[src/rtl/fetch_pkg.sv]
// fetch_pkg: shared constants and queue-entry type for the fetch queue stage
package fetch_pkg;
  localparam logic [31:0] RESET_PC_DEFAULT = 32'h1c000000;
  localparam logic [1:0] SRAM_SIZE_WORD = 2'b10;
  localparam logic [3:0] SRAM_WSTRB_NONE = 4'h0;
  typedef struct packed {
    logic [31:0] pc;
    logic [31:0] inst;
    logic        adef;
  } fetch_entry_t;
endpackage

[src/rtl/fetch_sync_fifo.sv]
// fetch_sync_fifo: synchronous FIFO with flush and occupancy count
// Ports: clk, resetn (sync, active-low), flush (empties), push/din, pop/dout (head), count
module fetch_sync_fifo #(
  parameter int DEPTH = 4,
  parameter int WIDTH = 32,
  localparam int AW = (DEPTH > 1) ? $clog2(DEPTH) : 1,
  localparam int CW = $clog2(DEPTH + 1)
) (
  input  logic             clk,
  input  logic             resetn,
  input  logic             flush,
  input  logic             push,
  input  logic             pop,
  input  logic [WIDTH-1:0] din,
  output logic [WIDTH-1:0] dout,
  output logic [CW-1:0]    count
);
  logic [WIDTH-1:0] mem [DEPTH];
  logic [AW-1:0] wr_q, rd_q;
  logic [CW-1:0] count_q;
  logic do_push, do_pop;
  function automatic logic [AW-1:0] nxt(input logic [AW-1:0] p);
    return (p == AW'(DEPTH - 1)) ? '0 : p + 1'b1;
  endfunction
  assign do_pop = pop & ~flush & (count_q != '0);
  assign do_push = push & ~flush & ((count_q != CW'(DEPTH)) | do_pop);
  assign dout = mem[rd_q];
  assign count = count_q;
  always_ff @(posedge clk) begin
    if (do_push) mem[wr_q] <= din;
  end
  always_ff @(posedge clk) begin
    if (!resetn || flush) begin
      wr_q <= '0;
      rd_q <= '0;
      count_q <= '0;
    end else begin
      if (do_push) wr_q <= nxt(wr_q);
      if (do_pop) rd_q <= nxt(rd_q);
      count_q <= count_q + CW'(do_push) - CW'(do_pop);
    end
  end
endmodule

[src/rtl/fetch_queue_stage.sv]
// fetch_queue_stage: credit-based instruction fetch with in-order response queue and redirect discard
// Ports: clk/resetn (sync, active-low); fs_* head of instruction queue to decode (ds_allowin pops);
// br_*/wb_ex/ertn_* redirects; inst_sram_* request/response channel.
// Optional FETCH_ADEF_CHECK_EN: misaligned fetch PC raises an address-fault entry instead of a request.
module fetch_queue_stage
  import fetch_pkg::*;
#(
  parameter int          OUTSTANDING = 2,
  parameter int          QDEPTH      = 4,
  parameter logic [31:0] RESET_PC    = RESET_PC_DEFAULT
) (
  input  logic        clk,
  input  logic        resetn,
  input  logic        ds_allowin,
  output logic        fs_to_ds_valid,
  output logic [31:0] fs_inst,
  output logic [31:0] fs_pc,
  output logic        fs_adef_ex,
  input  logic        br_stall,
  input  logic        br_taken,
  input  logic [31:0] br_target,
  input  logic        wb_ex,
  input  logic [31:0] ex_entry,
  input  logic        ertn_flush,
  input  logic [31:0] ertn_entry,
  output logic        inst_sram_req,
  output logic        inst_sram_wr,
  output logic [3:0]  inst_sram_wstrb,
  output logic [1:0]  inst_sram_size,
  output logic [31:0] inst_sram_addr,
  output logic [31:0] inst_sram_wdata,
  input  logic        inst_sram_addr_ok,
  input  logic        inst_sram_data_ok,
  input  logic [31:0] inst_sram_rdata
);
  localparam int EW = $bits(fetch_entry_t);
  localparam int QCW = $clog2(QDEPTH + 1);
  localparam int TCW = $clog2(OUTSTANDING + 1);
  logic [31:0] pf_pc_q, pf_pc_d, redirect_pc, tag_pc;
  logic [2:0] inflight_q, inflight_d, discard_q, discard_d;
  logic redirect, credit, hs, resp, accept, push, pop, misaligned, adef_push;
  logic [QCW-1:0] occ;
  logic [TCW-1:0] tag_cnt;
  logic [EW-1:0] head_bits;
  fetch_entry_t head, in_entry;
  assign redirect = wb_ex | ertn_flush | br_taken;
  assign redirect_pc = wb_ex ? ex_entry : ertn_flush ? ertn_entry : br_target;
  // inflight counts discarded requests too, so the credit never lets a late response overflow the queue
  assign credit = (int'(inflight_q) < OUTSTANDING) && (int'(inflight_q) + int'(occ) < QDEPTH);
`ifdef FETCH_ADEF_CHECK_EN
  logic adef_done_q;
  assign misaligned = pf_pc_q[1:0] != 2'b00;
  // waiting for inflight==0 keeps the fault entry behind every older response
  assign adef_push = misaligned & ~adef_done_q & ~redirect & (inflight_q == '0) & (int'(occ) < QDEPTH);
  always_ff @(posedge clk) begin
    if (!resetn || redirect) adef_done_q <= 1'b0;
    else if (adef_push) adef_done_q <= 1'b1;
  end
`else
  assign misaligned = 1'b0;
  assign adef_push = 1'b0;
`endif
  assign inst_sram_req = resetn & ~redirect & ~br_stall & credit & ~misaligned;
  assign hs = inst_sram_req & inst_sram_addr_ok;
  // data_ok with nothing outstanding is stale (e.g. across a reset) and is ignored
  assign resp = inst_sram_data_ok & (inflight_q != '0);
  assign accept = resp & ~redirect & (discard_q == '0) & (tag_cnt != '0);
  assign push = accept | adef_push;
  assign pop = fs_to_ds_valid & ds_allowin;
  assign in_entry = adef_push ? fetch_entry_t'{pc: pf_pc_q, inst: 32'h0, adef: 1'b1}
                              : fetch_entry_t'{pc: tag_pc, inst: inst_sram_rdata, adef: 1'b0};
  assign pf_pc_d = redirect ? redirect_pc : hs ? pf_pc_q + 32'd4 : pf_pc_q;
  assign inflight_d = inflight_q + 3'(hs) - 3'(resp);
  assign discard_d = redirect ? inflight_q - 3'(resp) : (resp && discard_q != '0) ? discard_q - 3'd1 : discard_q;
  always_ff @(posedge clk) begin
    if (!resetn) begin
      pf_pc_q <= RESET_PC;
      inflight_q <= '0;
      discard_q <= '0;
    end else begin
      pf_pc_q <= pf_pc_d;
      inflight_q <= inflight_d;
      discard_q <= discard_d;
    end
  end
  fetch_sync_fifo #(.DEPTH(OUTSTANDING), .WIDTH(32)) u_tag_fifo (
    .clk(clk), .resetn(resetn), .flush(redirect), .push(hs), .pop(accept),
    .din(pf_pc_q), .dout(tag_pc), .count(tag_cnt)
  );
  fetch_sync_fifo #(.DEPTH(QDEPTH), .WIDTH(EW)) u_inst_queue (
    .clk(clk), .resetn(resetn), .flush(redirect), .push(push), .pop(pop),
    .din(in_entry), .dout(head_bits), .count(occ)
  );
  assign head = fetch_entry_t'(head_bits);
  assign fs_to_ds_valid = occ != '0;
  assign fs_inst = fs_to_ds_valid ? head.inst : 32'h0;
  assign fs_pc = fs_to_ds_valid ? head.pc : 32'h0;
  assign fs_adef_ex = fs_to_ds_valid & head.adef;
  assign inst_sram_wr = 1'b0;
  assign inst_sram_wstrb = SRAM_WSTRB_NONE;
  assign inst_sram_size = SRAM_SIZE_WORD;
  assign inst_sram_addr = pf_pc_q;
  assign inst_sram_wdata = 32'h0;
endmodule

[config.mk]
export PLATFORM = sky130hd
export DESIGN_NAME = fetch_queue_stage
export DESIGN_NICKNAME = d
export VERILOG_FILES = /design/src/rtl/fetch_pkg.sv /design/src/rtl/fetch_sync_fifo.sv /design/src/rtl/fetch_queue_stage.sv
export SDC_FILE = /design/constraint.sdc
export NUM_CORES = 1
export LEC_CHECK = 0
export ABC_AREA = 1
export CAP_MARGIN = 10
export CORE_ASPECT_RATIO = 0.5
export CORE_MARGIN = 4
export CORE_UTILIZATION = 30
export CTS_BUF_LIST = sky130_fd_sc_hd__clkbuf_8
export CTS_CLUSTER_DIAMETER = 50
export CTS_CLUSTER_SIZE = 28
export DETAILED_ROUTE_END_ITERATION = 10
export PLACE_DENSITY_LB_ADDON = 0.15
export SLEW_MARGIN = 20
export SYNTH_ARGS = -nofsm -noshare
export SYNTH_HDL_FRONTEND = slang
export SYNTH_SLANG_ARGS = --single-unit
[constraint.sdc]
create_clock -name clk -period 7.05 [get_ports clk]
set_input_delay 1.41 -clock clk [delete_from_list [all_inputs] [get_ports clk]]
set_output_delay 1.41 -clock clk [all_outputs]
set_load 0.02 [all_outputs]
Yosys cells after proc, flatten, opt, wreduce, memory -nomap -nowiden --
Memories as Yosys holds them, arrays and structs flattened. A register that Yosys moved wholly into a read port is not among the register bits. Cells that the tools add are included.
Word-level totals: register bits after elaboration 49, bits in latches 0, memory bits (writable) 320, bits in read-only memories 0, input bits 137, output and inout port bits 138, logic and storage cells 85, memories 2
Memories:
- u_inst_queue.mem | words 4, bits a word 64, read ports 1, clocked after Yosys merged registers in 1, wr ports 1, RTL line fetch_sync_fifo.sv:18 | logic [WIDTH-1:0] mem [DEPTH];
- u_tag_fifo.mem | words 2, bits a word 32, read ports 1, clocked after Yosys merged registers in 1, wr ports 1, RTL line fetch_sync_fifo.sv:18
Cells by class: add/subtract/negate cells 14, $mul 0, div/mod/pow operators 0, $lt $le $gt $ge 2, eq/ne operators 4, shift operators 0, mux-type cells 20, bitwise gates (word level) 23, reduce and logical (&&, ||, !) cells 11
Operators by type and width (count):
- 32-bit 2-to-1 mux | 6
- 32-bit by 3-bit adder with 32-bit output, second input constant | 1
- 1-bit bitwise AND | 16
- 3-bit nonzero test | 3
- 3-bit by 1-bit subtractor with 3-bit output | 3
- 1-bit 2-to-1 mux | 8
- 2-bit 2-to-1 mux | 4
- 3-bit by 1-bit adder with 3-bit output | 2
- 3-bit 2-to-1 mux | 2
- 2-bit nonzero test | 3
- 2-bit by 1-bit adder with 2-bit output, second input constant | 2
- 3-bit by 3-bit adder with 4-bit output | 1
- 2-bit equality test, second input constant | 2
- 4-bit by 3-bit less-than comparator with 1-bit output, second input constant | 1
- 1-bit bitwise OR | 4
- 3-bit zero test | 1
- 3-bit by 2-bit less-than comparator with 1-bit output, second input constant | 1
- 3-bit inequality test, second input constant | 1
- 3-bit by 1-bit subtractor with 3-bit output, second input constant | 1
- 1-bit adder, second input constant | 2
- 2-bit by 1-bit adder with 2-bit output | 1
- 1-bit logical AND | 2
- 2-bit inequality test, second input constant | 1
- 1-bit NOT | 2
- other kinds (4) | 4

Depth between registers and ports, before layout --
word-level depth 12, depth in mapped cells 14, depth with buffers taken out 13

Hierarchy --
A second synthesis with hierarchy kept.
Second synthesis, totals: cells, all modules 1599, area, all modules 17352.9 um2
Modules (own cells, without submodules):
- fetch_sync_fifo (u_inst_queue) | times used 1, cells an instance 697, area an instance 10445.0 um2
- fetch_queue_stage | times used 1, cells an instance 767, area an instance 4196.5 um2
- fetch_sync_fifo (u_tag_fifo) | times used 1, cells an instance 135, area an instance 2711.4 um2

Worst setup path after synthesis --
OpenSTA, ideal clock, no wires.
path type input -> register, start point input port wb_ex, end point memory u_inst_queue.mem[0][0] in the netlist's numbering (enable), library setup time 0.486 ns, arrival time 4.802 ns, data required time 6.564 ns, slack 1.762 ns, stages 8, cell sequence buf_2 -> inv_2 -> nand2_4 -> nor3_2 -> nand2_1 -> inv_2 -> nand2_4 -> nor2_1
On the way: word-level cells in the longest chain between the ends 10, elaborated cells on any way between the ends 13, those cells by class mux: 2; bitwise: 11
RTL lines:
- start: declaration | RTL line fetch_queue_stage.sv:22 | input logic wb_ex,
- 1-bit bitwise OR (*) (2 in series) | RTL line fetch_queue_stage.sv:46 | assign redirect = wb_ex | ertn_flush | br_taken;
- 1-bit NOT (*) | RTL line fetch_sync_fifo.sv:25, fetch_sync_fifo.sv:26, fetch_queue_stage.sv:67
- 1-bit bitwise AND (3 in series) | RTL line fetch_queue_stage.sv:67 | assign accept = resp & ~redirect & (discard_q == '0) & (tag_cnt != '0);
- 1-bit bitwise AND | RTL line fetch_sync_fifo.sv:26 | assign do_push = push & ~flush & ((count_q != CW'(DEPTH)) | do_pop);
- 1-bit bitwise AND (*) | RTL line fetch_sync_fifo.sv:26
- 1-bit 2-to-1 mux (*) | RTL line fetch_sync_fifo.sv:30 | if (do_push) mem[wr_q] <= din;
- 1-bit 2-to-1 mux (implied by the code) (*) | RTL line fetch_sync_fifo.sv:30
- end: declaration | RTL line fetch_sync_fifo.sv:18
Every way passes the cells marked *; elsewhere a longest branch is shown, timed or not.

==> impl_metrics.csv <==
group,metric,value,unit
clock_tree,htree_levels,1,
cells_and_area,antennaDiodeCount,0,
timing,max_freq,0.188,GHz
run,drv_cap,0,
detailed_routing,dr.first_iter.drc_count,791,
timing,rsz0062_at_grt,"no",
pwr,p_per_area,207,nW/µm²
synthesis,yosys_warnings,0,
critical_path,rrSetupSlack,4210,ps
status,status,"complete, no violations",
detailed_routing,vias_per_cell,4.51,
pwr,p_leak,6.96,nW
global_route,grt_max_degree,91,
clock_tree,clk_path_buf_depth,3,
synthesis,synth.top_cells.by_area,"edfxtp_1, nor2_1, dfxtp_1",
detailed_routing,via_count,11500,
clock_tree,clock_latency,650,ps
critical_path,cp_max_fo,90,
clock_tree,cts_num_sinks,372,
synthesis,synth_top_area_share,0.579,
placement,port_buffers,234,
timing,maxSlewHeadroom,0.315,
cells_and_area,syn_to_final_growth,21.7,%
floorplan,die_area,59400,µm²
timing,worst_slew_pin_slew,1030,ps
hold_path,min_path_type,"flip-flop to flip-flop",
critical_path,critPathArrivalTime,3910,ps
timing,setup_violations,0,
timing,finalMaxSlewViolations,0,
pwr,peakVddDrop,0.114,mV
critical_path,crit_type,"flip-flop to output port",
timing,hold_ws,492,ps
placement,dpl.hpwl,29800,µm
clock_tree,cts_tree,"done",
synthesis,synth_top_area_cell,"edfxtp_1",
floorplan,num_rows,60,
hold_path,hold_depth,2,
global_route,antenna_found_initial,1,
timing,fin_ws,1730,ps
timing,setup_tns,0,ps
clock_tree,cts_root_buf,"clkbuf_8",
floorplan,start_util,0.306,
global_route,grt.overflow.total,0,
cells_and_area,layout.cells.non_filler,2558,
global_route,track_usage,0.147,
synthesis,syn_area_per_cell,10.5,µm²
synthesis,syn_area,16600,µm²
timing,fin_crit_sh,0.754,
floorplan,core,54200,µm²
timing,clock_skew,25.6,ps
floorplan,die_h,174,µm
critical_path,cp-end-kind,"output port",
detailed_routing,drtPass1Iterations,5,
critical_path,startpoint_type,"flip-flop",
floorplan,io_pins,275,
floorplan,die_w,341,µm
placement,dp_cells,2500,
placement,place_congestion,0.825,
detailed_routing,drt_wl_total,45300,µm
cells_and_area,fin_nets,1947,
global_route,grt_pass1_vias,11300,
timing,hold_viol_final,0,
detailed_routing,postRouteAntennaNets,0,
clock_tree,cts_hold_buffers,0,
clock_tree,cts_setup_buffers,0,
timing,fin_crit,5320,ps
clock_tree,cts_buffers,31,
detailed_routing,wl_per_cell,17.7,µm
cells_and_area,n_fill_cell,5470,
cells_and_area,utilization,0.373,
synthesis,yosysSeqAreaShare,0.642,
cells_and_area,layout-drive-gt1-share,0.0766,
clock_tree,clk_pin_slew,120,ps
synthesis,postSynthCellCount,1586,
clock_tree,cts_resized,0,
critical_path,r2r_cells,7,
synthesis,ys_types,42,
synthesis,ys_seq_elements,372,
global_route,grt_first_pass_wirelength,68400,µm
critical_path,required,5640,ps
placement,place_ws,1980,ps
detailed_routing,drcViolationCount,0,
==> per-layer routing <==
metal / up-vias / track usage / part of all wire
met3: 49 / 0.0287 / 0.051
met4: 0 / 0.0223 / 0.014
met5: - / 0 / 0
li1: 5759 / - / -
met1: 5490 / 0.198 / 0.45
met2: 246 / 0.253 / 0.48
==> placed cells by master, fill, tap and decap left out, types with 7 or more instances in the layout <==
cell type	count
clkdlybuf4s50_1	234
conb_1	40
o21ai_0	167
inv_2	7
nand3_1	36
dfxtp_1	50
xor2_1	11
o21ai_1	24
buf_4	19
a21oi_1	130
nand2_1	179
nor2_1	357
edfxtp_1	320
mux2_2	31
o211ai_1	8
inv_1	71
clkbuf_8	31
inv_6	9
ha_1	19
==> cells in the mapped netlist <==
library cell  instances
nor3_2                1
nor3_1                4
clkinv_2              1
inv_2                 7
buf_1                10
nor2_1              363
nor2_8                1
buf_6                 5
mux2_1                1
inv_1                70
a21oi_1             130
nand3b_1              6
nor2_4                2
conb_1                2
nand3_2               3
xnor2_1               2
nand2_4               3
fa_1                  2
nor2_2                3
nand3_1              36
or2_2                 2
nand2_2               2
ha_1                 19
o211a_1               1
edfxtp_1            320
mux2_2               31
inv_4                 1
nand2_1             179
o21ai_1              24
nand4_1               2
o21ai_0             167
buf_2                27
dfxtp_1              52
o22ai_1               1
a31oi_1               4
clkbuf_1             35
xor2_1               11
a211oi_2              1
a211oi_1              1
o211ai_1              8
buf_4                44
mux2i_1               2
==> registers in the layout, summed over array words and instances (netlist names), named ones only <==
register	count
discard_q	3
u_inst_queue.wr_q	2
u_tag_fifo.mem	64
u_tag_fifo.rd_q	1
u_inst_queue.mem	256
u_tag_fifo.count	2
u_tag_fifo.wr_q	1
u_inst_queue.rd_q	2
inst_sram_addr	32
inflight_q	3
u_inst_queue.count	3
==> final timing paths <==
path                                  start                                end
setup reg to reg   inflight_q[1]$_SDFF_PN0_  u_inst_queue.mem[3][55]$_DFFE_PP_
hold reg to reg   discard_q[0]$_SDFFE_PN0P_          discard_q[0]$_SDFFE_PN0P_
hold / removal    discard_q[0]$_SDFFE_PN0P_          discard_q[0]$_SDFFE_PN0P_
setup / recovery                  flip-flop                          fs_pc[27]
==> cell families (layout without fill, tap and decap cells) <==
| family | count (synthesis) | after routing | share of synthesized area |
|---|---|---|---|
| simple gates | 607 | 607 | 0.148 |
| buf+inv | 200 | 390 | 0.0597 |
| xor+xnor | 13 | 13 | 0.00686 |
| mux | 34 | 34 | 0.0229 |
| other cells | 2 | 40 | 0.000452 |
| compound gates | 337 | 337 | 0.104 |
| fa+ha+maj | 21 | 21 | 0.0167 |
| flops | 372 | 372 | 0.642 |
==> through the flow <==
| step | power (mW) | area (µm²) |
|---|---|---|
| 6_report | 4.18 | 20200 |
| 5_1_grt | 4.38 | 20200 |
| 4_1_cts | 4.23 | 20200 |
| 3_5_place_dp | 2.90 | 19500 |
| 3_3_place_gp | 2.90 | 19500 |
| 2_1_floorplan | 2.72 | 16700 |
==> power breakdown <==
group | switching (mW) | internal, mW | total, mW | leakage, nW
Clock | 0.825 | 0.503 | 1.33 | 0.338
Sequential | 0.0577 | 2.41 | 2.47 | 3.31
Combinational | 0.208 | 0.175 | 0.383 | 3.31
Total | 1.09 | 3.09 | 4.18 | 6.96
==> layout make-up <==
type,count,area (µm²),area share
Clock buffer,31,427,0.0211
Clock inverter,27,260,0.0129
Inverter,79,300,0.0149
Multi-Input combinational cell,1052,5140,0.254
Sequential cell,372,10700,0.528
Tap cell,744,931,0.0461
Timing Repair Buffer,253,2480,0.123
==> worst max-delay path: stages (launching register included) <==
cell	delay (ps)
dfxtp_4	610
inv_2	610
buf_4	790
o21ai_0	210
a21oi_1	320
clkdlybuf4s50_1	670
Power figures use the tool's default switching activity.
